==> config.mk <==
export PLATFORM = sky130hd
export DESIGN_NAME = fdiv32
export DESIGN_NICKNAME = d
export VERILOG_FILES = /design/src/rtl/fdiv32.sv
export SDC_FILE = /design/constraint.sdc
export NUM_CORES = 1
export LEC_CHECK = 0
export ABC_AREA = 1
export CAP_MARGIN = 20
export CORE_UTILIZATION = 62
export DETAILED_ROUTE_END_ITERATION = 8
export GPL_TIMING_DRIVEN = 0
export PLACE_DENSITY = 0.83
export SLEW_MARGIN = 5
export SYNTH_ARGS = -nofsm -noshare
export SYNTH_HDL_FRONTEND = slang
export SYNTH_SLANG_ARGS = --single-unit
==> constraint.sdc <==
create_clock -name clk -period 11 [get_ports clk]
set_input_delay 3.3 -clock clk [delete_from_list [all_inputs] [get_ports clk]]
set_output_delay 3.3 -clock clk [all_outputs]
set_load 0.02 [all_outputs]
==> src/rtl/fdiv32.sv <==
// fdiv32 -- iterative IEEE-754 single-precision divider, result = op1 / op2.
// Radix-2 restoring division, one quotient bit per cycle. Subnormal inputs
// are read as zero and subnormal results are flushed to signed zero.
//
// Ports:
//   clk     rising-edge clock
//   rst     synchronous reset, active high
//   start   request, accepted in IDLE or DONE
//   op1     dividend (FP32)
//   op2     divisor  (FP32)
//   rmode   00 RNE, 01 RTZ, 10 toward +inf, 11 toward -inf
//   busy    operation in flight (SPEC, DIV, RND)
//   val     one-cycle pulse, result/flags valid
//   result  quotient, held until overwritten by the next operation
//   flags   {nv, dz, of, uf, nx}, held with result
module fdiv32 #(
   parameter logic [31:0] QNAN = 32'h7FC0_0000,
   parameter int          ITER = 26
) (
   input  logic        clk,
   input  logic        rst,
   input  logic        start,
   input  logic [31:0] op1,
   input  logic [31:0] op2,
   input  logic [1:0]  rmode,
   output logic        busy,
   output logic        val,
   output logic [31:0] result,
   output logic [4:0]  flags
);

   typedef enum logic [2:0] {S_IDLE, S_DIV, S_RND, S_DONE, S_SPEC} state_t;

   localparam logic [1:0] RM_RNE = 2'b00;
   localparam logic [1:0] RM_RTZ = 2'b01;
   localparam logic [1:0] RM_RUP = 2'b10;
   localparam logic [1:0] RM_RDN = 2'b11;

   state_t      state, state_nx;
   logic [31:0] a_q, b_q;
   logic [1:0]  rm_q;
   logic [25:0] rem_q;
   logic [25:0] q_q;
   logic [4:0]  cnt_q;

   // ---------------------------------------------------------------
   // Classification of the incoming operands (drives IDLE branching)
   // ---------------------------------------------------------------
   logic in_spec;
   always_comb begin
      in_spec = (op1[30:23] == 8'hFF) || (op1[30:23] == 8'h00) ||
                (op2[30:23] == 8'hFF) || (op2[30:23] == 8'h00);
   end

   logic accept;
   assign accept = start && (state == S_IDLE || state == S_DONE);

   logic div_last;
   assign div_last = (cnt_q == 5'(ITER - 1));

   // ---------------------------------------------------------------
   // FSM: state register
   // ---------------------------------------------------------------
   always_ff @(posedge clk) begin
      if (rst) state <= S_IDLE;
      else     state <= state_nx;
   end

   // FSM: next state
   always_comb begin
      state_nx = state;
      case (state)
         S_IDLE, S_DONE: begin
            if (start) state_nx = in_spec ? S_SPEC : S_DIV;
            else       state_nx = S_IDLE;
         end
         S_DIV:   if (div_last) state_nx = S_RND;
         S_RND:   state_nx = S_DONE;
         S_SPEC:  state_nx = S_DONE;
         default: state_nx = S_IDLE;
      endcase
   end

   // FSM: outputs
   always_comb begin
      busy = (state == S_DIV) || (state == S_RND) || (state == S_SPEC);
      val  = (state == S_DONE);
   end

   // ---------------------------------------------------------------
   // Restoring division datapath
   // ---------------------------------------------------------------
   logic [25:0] m2_ext;
   logic        ge;
   logic [25:0] rem_sub;
   assign m2_ext  = {2'b00, 1'b1, b_q[22:0]};
   assign ge      = (rem_q >= m2_ext);
   assign rem_sub = ge ? (rem_q - m2_ext) : rem_q;

   always_ff @(posedge clk) begin
      if (rst) begin
         a_q   <= '0;
         b_q   <= '0;
         rm_q  <= '0;
         rem_q <= '0;
         q_q   <= '0;
         cnt_q <= '0;
      end else if (accept) begin
         a_q   <= op1;
         b_q   <= op2;
         rm_q  <= rmode;
         rem_q <= {2'b00, 1'b1, op1[22:0]};
         q_q   <= '0;
         cnt_q <= '0;
      end else if (state == S_DIV) begin
         // rem stays below 2*m2 < 2^25, so the shift never loses a bit
         rem_q <= {rem_sub[24:0], 1'b0};
         q_q   <= {q_q[24:0], ge};
         cnt_q <= cnt_q + 5'd1;
      end
   end

   // ---------------------------------------------------------------
   // Normalise and round
   // ---------------------------------------------------------------
   logic               sign;
   logic signed [9:0]  e_pre, e_r;
   logic [22:0]        frac, frac_r;
   logic               g, s, lsb, inc;
   logic [23:0]        frac_sum;
   logic               ovf, unf;
   logic [31:0]        rnd_res;
   logic [4:0]         rnd_flg;

   assign sign = a_q[31] ^ b_q[31];

   always_comb begin
      e_pre = $signed(10'(a_q[30:23]) - 10'(b_q[30:23]) +
                      (q_q[25] ? 10'd127 : 10'd126));
      if (q_q[25]) begin
         frac = q_q[24:2];
         g    = q_q[1];
         s    = q_q[0] | (rem_q != 26'd0);
      end else begin
         frac = q_q[23:1];
         g    = q_q[0];
         s    = (rem_q != 26'd0);
      end
      lsb = frac[0];
      case (rm_q)
         RM_RNE:  inc = g & (s | lsb);
         RM_RTZ:  inc = 1'b0;
         RM_RUP:  inc = (g | s) & ~sign;
         default: inc = (g | s) & sign;
      endcase
      frac_sum = {1'b0, frac} + 24'(inc);
      // carry out of the fraction bumps the exponent; fraction wraps to 0
      frac_r   = frac_sum[23] ? 23'd0 : frac_sum[22:0];
      e_r      = e_pre + (frac_sum[23] ? 10'sd1 : 10'sd0);
      ovf      = (e_r >= 10'sd255);
      unf      = (e_r <= 10'sd0);

      rnd_flg = {2'b00, 1'b0, 1'b0, g | s};
      rnd_res = {sign, e_r[7:0], frac_r};
      if (ovf) begin
         rnd_flg = 5'b00101;
         if ((rm_q == RM_RNE) || (rm_q == RM_RUP && !sign) ||
             (rm_q == RM_RDN && sign))
            rnd_res = {sign, 8'hFF, 23'd0};
         else
            rnd_res = {sign, 8'hFE, 23'h7FFFFF};
      end else if (unf) begin
         rnd_flg = 5'b00011;
         rnd_res = {sign, 31'd0};
      end
   end

   // ---------------------------------------------------------------
   // Special-case results (latched operands)
   // ---------------------------------------------------------------
   logic        nan1, nan2, inf1, inf2, zer1, zer2;
   logic [31:0] spc_res;
   logic [4:0]  spc_flg;

   always_comb begin
      nan1 = (a_q[30:23] == 8'hFF) && (a_q[22:0] != 23'd0);
      nan2 = (b_q[30:23] == 8'hFF) && (b_q[22:0] != 23'd0);
      inf1 = (a_q[30:23] == 8'hFF) && (a_q[22:0] == 23'd0);
      inf2 = (b_q[30:23] == 8'hFF) && (b_q[22:0] == 23'd0);
      zer1 = (a_q[30:23] == 8'h00);
      zer2 = (b_q[30:23] == 8'h00);
      spc_flg = 5'd0;
      if (nan1 || nan2) begin
         spc_res = QNAN;
      end else if ((zer1 && zer2) || (inf1 && inf2)) begin
         spc_res = QNAN;
         spc_flg = 5'b10000;
      end else if (inf1) begin
         spc_res = {sign, 8'hFF, 23'd0};
      end else if (zer2) begin
         // op1 is finite and nonzero here
         spc_res = {sign, 8'hFF, 23'd0};
         spc_flg = 5'b01000;
      end else begin
         spc_res = {sign, 31'd0};
      end
   end

   // ---------------------------------------------------------------
   // Result registers, loaded on entry to DONE
   // ---------------------------------------------------------------
   always_ff @(posedge clk) begin
      if (rst) begin
         result <= '0;
         flags  <= '0;
      end else if (state == S_RND) begin
         result <= rnd_res;
         flags  <= rnd_flg;
      end else if (state == S_SPEC) begin
         result <= spc_res;
         flags  <= spc_flg;
      end
   end

endmodule

==> impl_metrics.csv <==
group,metric,value,unit
timing,setup_tns,0,ns
clocking,cts_hold_buf,0,
yosys,synth_edf_count,0,
power,seq_power_share,29.2,%
min_path,min_path_type,"reg2reg",
layout,stdcell_area,12020,um2
drt,via_per_inst,5.710,
clocking,post_cts_resized,0,
floorplan,num_rows,46,
place,routabilityCongestion,0.9605,
yosys,netlist-cell-type-count,59,
yosys,synth_async_sr_flop_share,0,%
drt,drt_pass1_iterations,6,
timing,fmax,160.0,MHz
worst_setup_path,cpPeakStageDelay,0.62,ns
yosys,ys_seq_area_share,32.42,%
power,power.density,204.6,nW/um2
layout,areaGrowthSynthToFinish,19.40,%
power,p_leak,4.882,nW
drt,avgRoutedWirePerCell,16.39,um
timing,fin_crit_sh,56.81,%
worst_setup_path,cp.required,7.70,ns
clocking,ctsHtreeMaxLevel,4,
floorplan,start_util,63.37,%
yosys,syn-num-nets,1587,
place,place.port_buffers,107,
yosys,synth_ff_type,"dfxtp_1",
power,power_switching,1.091,mW
layout,diodes,0,
floorplan,io_pins,108,
grt,first_global_vias,9876,
clocking,cts_setup_buffers,0,
clocking,clk_pin_slew,0.07,ns
yosys,ys_top_cells_by_area,"dfxtp_1, nand2_1, a21oi_1, inv_1, ha_1",
grt,grt_use_total,36.82,%
grt,antenna_found_initial,1,
layout,fillers,1284,
drt,ant_nets,0,
outcome,status,"completed",
yosys,synth_most_common_cell,"nand2_1",
drt,drc_errors,0,
layout,nNetsFinal,1713,
drt,vias,10466,
clocking,clockBufferDepth,2,
timing,finClkSkew,0.01310,ns
floorplan,die_w,129.4,um
floorplan,die_h,129.4,um
floorplan,fp.coreArea,15890,um2
timing,worstMarginPinSlew,0.8039,ns
timing,rsz0062_at_grt,"no",
clocking,cts_tree,"built",
timing,relSlewSlack,46.41,%
run,drv_cap,0,
drt,initialDrtViolationCount,959,
power,swShare,44.35,%
yosys,yosys-top-cells-count,"nand2_1, dfxtp_1, inv_1, a21oi_1, nor2_1",
timing,final_hold_viol_count,0,
worst_setup_path,end_kind,"output port",
worst_setup_path,worstSetupPathType,"reg2out",
clocking,cts.sinks,163,
worst_setup_path,crit_arrival,2.95,ns
yosys,yosys.area.top_type_share,32.42,%
yosys,ys_seq_elements,163,
clocking,ctsRootBufferMaster,"clkbuf_16",
power,clockPowerShare,24.7,%
yosys,syn_avg_cell_area,6.810,um2
worst_setup_path,critPathMaxFanout,10,
grt,grt_pass1_wl,47.53,mm
yosys,yosysTopAreaCell,"dfxtp_1",
clocking,cts_buffers,17,
worst_setup_path,crit_chain,"inv_1, nand2_1, nor2_1, clkinv_1, clkbuf_1, buf_1, nand2_1, clkdlybuf4s50_1",
worst_setup_path,crit_slowest_cell,"clkdlybuf4s50_1",
timing,drv_slew,0,
floorplan,design.die.area,16750,um2
yosys,ys_warn_count,0,
worst_setup_path,critical_path.most_common_cell,"nand2_1",
yosys,netlist_area,10070,um2
timing,finalCriticalPeriod,6.249,ns
power,internal-power,1.368,mW
drt,wl,30.05,mm
timing,setup_viol,0,
worst_setup_path,start_kind,"flip-flop",
place,dp_hpwl,23.58,mm
power,vdd.ir_drop.worst,0.0001481,V
clocking,insertion_delay,0.45,ns
layout,final_layout_size_suffix_gt1_share,9.647,%
grt,grt_max_degree,20,
place,placedInstanceArea,11410,um2
yosys,syn_inst,1478,
power,p_comb_share,46.1,%
grt,grt_overflow_total,0,
==> critical path: cells and delay by family (launching register included) <==
family	cells	cell delay [ns]
DFF	1	0.33
and+or+nand+nor	3	0.50
buffers and inverters	5	1.69
==> metrics by stage <==
step                      setup WS (ns)  util, %  total power [mW]  hold WS (ns)  cells
final                             4.751    75.66             2.459        0.4708   1833
after global routing              4.599    75.66             2.601        0.4972   1833
after CTS                         4.793    75.66             2.439        0.4694   1833
after detailed placement          5.255    71.81             1.836        0.4584   1801
after global placement            5.302    71.81             1.813        0.4515   1801
after floorplan                   6.339        -             1.534        0.4192   1478
==> registers in the layout, indices dropped and copies added (netlist names) <==
signal and flops:
a_q 32, b_q 32, cnt_q 5, flags 5, q_q 26, rem_q 26
result 32, rm_q 2, state 3
==> cells by family after synthesis <==
| family | count (synthesis) | synth area share [%] |
|---|---|---|
| AOI/OAI and AO/OA | 345 | 20.21 |
| xor gates and xnor gates | 23 | 2.001 |
| adders and majority gates | 40 | 5.196 |
| buffers and inverters | 237 | 10.11 |
| DFF | 163 | 32.42 |
| muxes | 4 | 0.3978 |
| and+or+nand+nor | 666 | 29.67 |
==> path summary, 6_finish.rpt <==
kind,startpoint,to,slack [ns],depth (start not counted)
setup / recovery,state[2],busy,4.75,8
hold / removal,flags[1],flags[1],0.47,2
setup reg to reg,q_q[25],result[14],5.62,37
hold reg to reg,flags[1],flags[1],0.47,2
==> layer usage <==
metal / share of wire [%] / global-route usage [%]
met1: 41 / 43.10
met5: 0 / 0
met2: 48 / 63.60
met4: 5.1 / 21.96
met3: 6.8 / 5.987
==> power by group through the flow <==
stage                     registers [mW]  logic [mW]  clock network, mW
after global placement             0.726        1.09                  0
after floorplan                    0.737       0.798                  0
after CTS                          0.716        1.12              0.606
final                              0.718        1.13              0.608
after global routing               0.726        1.24              0.630
after detailed placement           0.729        1.11                  0
==> cell type report <==
class | instances | area, um2 | area share (%)
tap | 216 | 270.3 | 2.249
multi-input combinational | 1078 | 5786 | 48.14
buffer | 62 | 354.1 | 2.946
clock inverter | 15 | 186.4 | 1.551
inverter | 175 | 663.1 | 5.517
sequential | 163 | 3263 | 27.15
timing repair buffer | 107 | 1071 | 8.911
clock buffer | 17 | 425.4 | 3.539
==> cell usage in the layout (no fill, tap or decap), drive strengths merged, types with 11 or more instances in the layout <==
cell type,netlist,final
inv,170,177
nor4,21,21
clkinv,5,13
xor2,11,11
nor3,18,18
clkbuf,41,58
clkdlybuf4s50,0,107
ha,37,37
xnor2,12,12
nand4,39,39
nand2,363,363
a21oi,164,164
o21ai,125,125
or2,20,20
dfxtp,163,163
nand3,77,77
o22ai,13,13
buf,21,21
nor2,120,120
Power figures use the tool's default switching activity.
